[src/rtl/copperv_pkg.sv]
// Shared writeback types: register addresses, data words, queued result entries and source ids.
package copperv_pkg;
  localparam int WORD_W = 32;

  typedef logic [4:0]        reg_addr_t;
  typedef logic [WORD_W-1:0] word_t;

  typedef struct packed {
    reg_addr_t rd;
    word_t     data;
  } wb_entry_t;

  typedef enum logic {WB_ALU = 1'b0, WB_LD = 1'b1} wb_src_e;
endpackage

[src/rtl/wb_fifo.sv]
// Synchronous FIFO of writeback entries; a push is still taken when full if a pop frees a slot that cycle.
module wb_fifo
  import copperv_pkg::*;
#(
  parameter int  DEPTH   = 2,
  parameter type entry_t = wb_entry_t
) (
  input  logic                     clk,
  input  logic                     rstn,
  input  logic                     push,
  input  entry_t                   wr_entry,
  input  logic                     pop,
  output entry_t                   head,
  output logic                     full,
  output logic                     empty,
  output logic [$clog2(DEPTH):0]   count
);
  localparam int AW = $clog2(DEPTH);

  entry_t         mem [DEPTH];
  logic [AW-1:0]  wr_ptr;
  logic [AW-1:0]  rd_ptr;
  logic           do_push;
  logic           do_pop;

  assign full    = (count == (AW+1)'(DEPTH));
  assign empty   = (count == '0);
  assign do_pop  = pop && !empty;
  assign do_push = push && (!full || do_pop);
  assign head    = mem[rd_ptr];

  // DEPTH is a power of two, so pointers wrap by natural overflow
  always_ff @(posedge clk or negedge rstn) begin
    if (!rstn) begin
      wr_ptr <= '0;
      rd_ptr <= '0;
      count  <= '0;
    end else begin
      if (do_push) wr_ptr <= wr_ptr + 1'b1;
      if (do_pop)  rd_ptr <= rd_ptr + 1'b1;
      case ({do_push, do_pop})
        2'b10:   count <= count + 1'b1;
        2'b01:   count <= count - 1'b1;
        default: count <= count;
      endcase
    end
  end

  always_ff @(posedge clk) begin
    if (do_push) mem[wr_ptr] <= wr_entry;
  end
endmodule

[src/rtl/rf_writeback.sv]
// Writeback stage: round-robin between ALU results and queued loads, one registered regfile
// write per cycle, plus a pending-write scoreboard for RAW stall detection at issue.
module rf_writeback
  import copperv_pkg::*;
#(
  parameter int XLEN     = 32,
  parameter int LD_DEPTH = 2
) (
  input  logic            clk,
  input  logic            rstn,
  input  logic            alu_valid,
  output logic            alu_ready,
  input  reg_addr_t       alu_rd,
  input  logic [XLEN-1:0] alu_data,
  input  logic            ld_valid,
  output logic            ld_ready,
  input  reg_addr_t       ld_rd,
  input  logic [XLEN-1:0] ld_data,
  input  logic            issue_en,
  input  reg_addr_t       issue_rd,
  input  reg_addr_t       rs1,
  input  reg_addr_t       rs2,
  output logic            rs1_pending,
  output logic            rs2_pending,
  output reg_addr_t       rf_rd,
  output logic [XLEN-1:0] rf_rd_data,
  output logic            rf_rd_en
);
  localparam int LAW = $clog2(LD_DEPTH);

  typedef struct packed {
    reg_addr_t       rd;
    logic [XLEN-1:0] data;
  } entry_t;

  entry_t       ld_entry;
  entry_t       ld_head;
  entry_t       win;
  logic         ld_full;
  logic         ld_empty;
  logic [LAW:0] ld_count;
  logic         ld_push;
  wb_src_e      rr_last;
  logic         grant_alu;
  logic         grant_ld;
  logic         grant;
  logic [31:0]  pending;
  logic [31:0]  set_mask;
  logic [31:0]  clr_mask;

  assign ld_entry = entry_t'{rd: ld_rd, data: ld_data};
  assign ld_ready = !ld_full;
  assign ld_push  = ld_valid && ld_ready;

  wb_fifo #(
    .DEPTH   (LD_DEPTH),
    .entry_t (entry_t)
  ) u_ld_fifo (
    .clk      (clk),
    .rstn     (rstn),
    .push     (ld_push),
    .wr_entry (ld_entry),
    .pop      (grant_ld),
    .head     (ld_head),
    .full     (ld_full),
    .empty    (ld_empty),
    .count    (ld_count)
  );

  // Grants are suppressed while in reset so the ALU is never told its result was taken
  always_comb begin
    grant_alu = 1'b0;
    grant_ld  = 1'b0;
    if (rstn) begin
      if (alu_valid && !ld_empty) begin
        if (rr_last == WB_ALU) grant_ld  = 1'b1;
        else                   grant_alu = 1'b1;
      end else if (alu_valid) begin
        grant_alu = 1'b1;
      end else if (!ld_empty) begin
        grant_ld = 1'b1;
      end
    end
  end

  assign grant     = grant_alu || grant_ld;
  assign alu_ready = grant_alu;
  assign win       = grant_ld ? ld_head : entry_t'{rd: alu_rd, data: alu_data};

  always_ff @(posedge clk or negedge rstn) begin
    if (!rstn) begin
      rr_last    <= WB_ALU;
      rf_rd      <= '0;
      rf_rd_data <= '0;
      rf_rd_en   <= 1'b0;
    end else begin
      if (grant) begin
        rr_last    <= grant_ld ? WB_LD : WB_ALU;
        rf_rd      <= win.rd;
        rf_rd_data <= win.data;
        rf_rd_en   <= (win.rd != '0);
      end else begin
        rf_rd_en   <= 1'b0;
      end
    end
  end

  // Set wins over clear so a same-cycle re-issue of rd keeps the newer write pending
  always_comb begin
    set_mask = '0;
    clr_mask = '0;
    if (grant && (win.rd != '0))          clr_mask[win.rd]   = 1'b1;
    if (issue_en && (issue_rd != '0))     set_mask[issue_rd] = 1'b1;
  end

  always_ff @(posedge clk or negedge rstn) begin
    if (!rstn) pending <= '0;
    else       pending <= (pending & ~clr_mask) | set_mask;
  end

  assign rs1_pending = (rs1 != '0) && pending[rs1];
  assign rs2_pending = (rs2 != '0) && pending[rs2];

  assert property (@(posedge clk) disable iff (!rstn) ld_count <= (LAW+1)'(LD_DEPTH));
endmodule

[config.mk]
export PLATFORM = sky130hd
export DESIGN_NAME = rf_writeback
export DESIGN_NICKNAME = d
export VERILOG_FILES = /design/src/rtl/copperv_pkg.sv /design/src/rtl/wb_fifo.sv /design/src/rtl/rf_writeback.sv
export SDC_FILE = /design/constraint.sdc
export NUM_CORES = 1
export LEC_CHECK = 0
export BUFFER_PORTS_ARGS = -buffer_cell sky130_fd_sc_hd__buf_2
export CELL_PAD_IN_SITES_DETAIL_PLACEMENT = 0
export CELL_PAD_IN_SITES_GLOBAL_PLACEMENT = 1
export CORE_ASPECT_RATIO = 0.7
export CORE_MARGIN = 4
export CORE_UTILIZATION = 48
export CTS_CLUSTER_SIZE = 40
export DETAILED_ROUTE_END_ITERATION = 8
export PLACE_DENSITY = 0.9
export SETUP_SLACK_MARGIN = 0.05
export SYNTH_ARGS = -nofsm -noshare
export SYNTH_HDL_FRONTEND = slang
export SYNTH_SLANG_ARGS = --single-unit
[constraint.sdc]
create_clock -name clk -period 7.91 [get_ports clk]
set_clock_uncertainty 0.05 [all_clocks]
set_input_delay 0 -clock clk [delete_from_list [all_inputs] [get_ports clk]]
set_output_delay 0 -clock clk [all_outputs]
set_load 0.05 [all_outputs]
==> impl_metrics.py <==
metrics = {
    "clock_tree": {
        "cts_buffers": 17,
        "htreeDepth": 4,
        "clockRootBuffer": "clkbuf_16",
        "post_cts_resized": 0,
        "clock-sinks": 148,
        "cts.hold.buffers_added": 80,
        "cts_setup_buffers": 0,
        "clock_latency_ns": 0.43,
        "cts_max_path_buffers": 2,
        "clkTransAtPathRegs_ns": 0.07,
        "cts_tree": "built",
    },
    "logic_synthesis": {
        "syn-num-nets": 708,
        "syn_inst": 613,
        "synthTopCellsByArea": "edfxtp_1, dfrtp_1, mux2i_1",
        "synth-edff-count": 74,
        "synthFlopType": "edfxtp_1",
        "syn_area_per_cell_sq_um": 11.8,
        "yosysWarningCount": 0,
        "async_flop_share_pct": 50.0,
        "yosys.area.top_type_share_pct": 30.8,
        "netlist_area_sq_um": 7210,
        "ys_seq_area_share_pct": 56.5,
        "synth.distinct_cells": 63,
        "ys_ff_latch": 148,
        "synth_commonest_cells": "dfrtp_1, edfxtp_1, nand2_1",
        "yosys.area.top_type": "edfxtp_1",
    },
    "timing": {
        "finalSetupTns_ns": 0,
        "finalHoldViolCount": 0,
        "max_freq_ghz": 0.337,
        "period_needed_ns": 2.97,
        "slew_headroom_pct": 21.6,
        "slew_viol_final": 0,
        "rsz0062_at_grt": "no",
        "setup_violations": 0,
        "timing.final.crit_share_pct": 37.5,
        "tightestPinTransition_ns": 1.17,
    },
    "detailed_routing": {
        "route.detailed.wl_per_inst_um": 20.1,
        "vias": 6103,
        "first_pass_iters": 5,
        "routed_wirelength_um": 20400,
        "drc_errors": 0,
        "drtIter0Drc": 440,
        "via_per_inst": 6.00,
        "ant_nets": 0,
    },
    "placed_design": {
        "dp_cells": 905,
        "port_buffers": 135,
        "dpl.hpwl_um": 13300,
        "gp_congestion": 0.915,
    },
    "hold_path": {
        "hold_class": "input port to flip-flop",
        "hold_depth": 3,
        "holdCritStartpoint": "alu_rd[1]",
    },
    "layout": {
        "fin_util_pct": 63.7,
        "fillers": 1098,
        "nets": 904,
        "syn2layout_area_growth_pct": 30.1,
        "drive_above_1_share_pct": 24.2,
        "diodes": 0,
        "fin_cells": 1017,
    },
    "worst_setup_path": {
        "path_class": "flip-flop to flip-flop",
        "cp.required_ns": 8.17,
        "critical_path_peak_fanout": 44,
        "cp-startpoint": "u_ld_fifo.count[1]$_DFFE_PN0P_",
        "arrival_ns": 3.23,
        "r2r_start": "u_ld_fifo.count[1]$_DFFE_PN0P_",
        "start_kind": "flip-flop",
        "ff2ff_path_depth": 5,
        "end_kind": "flip-flop",
    },
    "floorplanning": {
        "row_count": 37,
        "initial_core_util_pct": 49.0,
        "fp.dieH_um": 111,
        "core-area_sq_um": 14700,
        "die-area_sq_um": 17100,
        "ios": 136,
        "die_w_um": 154,
    },
    "run": {
        "max-cap-violations": 0,
    },
    "global_routing": {
        "grt_max_degree": 76,
        "grt.overflow.total": 0,
        "grt_use_total_pct": 23.8,
        "antenna_found_initial": 0,
        "grt_pass1_wl_um": 32700,
        "grt_pass1_vias": 6201,
    },
    "pwr": {
        "p_leak_uw": 0.00373,
        "powerDensity_nw_per_um2": 332,
        "ir_worst_vdd_mv": 0.167,
    },
    "status": {
        "status": "completed",
    },
}
## power breakdown
group	internal, uW	total (uW)	switching, uW
sequential	1030	1180	153
clock	448	799	352
combinational	353	1130	782
total	1830	3110	1290
## cell usage in the layout (no fill, tap or decap), types with 7 or more instances in the layout
master and count:
o21ai_0 47, o211ai_1 10, mux4_2 7, a32oi_1 11, nor3_1 38, buf_2 134
dfrtp_1 73, nand2_1 58, clkbuf_16 17, mux2i_1 41, inv_1 18, inv_6 7
mux2_2 9, edfxtp_1 74, a21oi_1 37, a221o_1 14, and3_1 14, and2_1 9
nand3_1 7, nor2_1 11, dlygate4sd3_1 80
## layout make-up
type                       instances  area (sq um)  area share [%]
clock buffer                      17           425            4.54
clock inverter                    15           156            1.67
inverter                          18          67.6           0.720
multi-input combinational        404          2890            30.8
sequential                       148          4080            43.5
tap                              195           244            2.60
timing repair buffer             220          1520            16.2
## worst max-delay path, cell delays in order, from the launching register on
cell and delay (ns):
dfrtp_1 0.50, o2bb2ai_4 0.97, o21ai_0 0.27, a221oi_1 0.36, o32ai_1 0.13, dlygate4sd3_1 0.57
## final timing paths
check                                                to  slack [ns]
hold reg to reg                    rf_rd[4]$_DFFE_PN0P_        0.43
setup reg to reg                   pending[2]$_DFF_PN0_        4.94
hold / removal                     rf_rd[1]$_DFFE_PN0P_        0.04
setup / recovery                   pending[2]$_DFF_PN0_        4.94
max in group asynchronous  u_ld_fifo.rd_ptr$_DFFE_PN0P_        6.64
min in group asynchronous         pending[14]$_DFF_PN0_        0.07
## cell families after synthesis
kind of cell	share of synthesized area, %
buffers and inverters	3.85
flip-flops	56.5
AND/OR/NAND/NOR	13.6
adder cells (fa/ha/maj)	0.174
XOR/XNOR	0.607
multiplexers	10.4
AO/OA/AOI/OAI	14.9
## state kept, by name, indices dropped and copies added, names as in the netlist
| name | cells |
|---|---|
| u_ld_fifo.mem | 74 |
| rf_rd_data | 32 |
| pending | 31 |
| rf_rd | 5 |
| u_ld_fifo.count | 2 |
| rf_rd_en | 1 |
| rr_last | 1 |
| u_ld_fifo.rd_ptr | 1 |
| u_ld_fifo.wr_ptr | 1 |
## per-layer routing
layer,global-route usage (%),share of wire [%],routed length [um],vias to the layer above
li1,-,-,-,2760
met1,33.2,44,8880,2968
met2,37.2,47,9610,330
met3,5.33,7.3,1490,45
met4,7.82,2.0,417,0
met5,0,0,0,-
## metrics by stage
stage          total power [uW]  hold WS [ns]  area [sq um]  setup WS, ns
2_1_floorplan              1980        -0.346          7210          4.69
3_3_place_gp               2240       -0.0520          8000          5.41
3_5_place_dp               2280       -0.0358          8000          5.29
4_1_cts                    3110        0.0353          9380          5.00
5_1_grt                    3260        0.0693          9380          4.73
6_report                   3110        0.0365          9380          4.94
(Power assumes the default switching activity.)
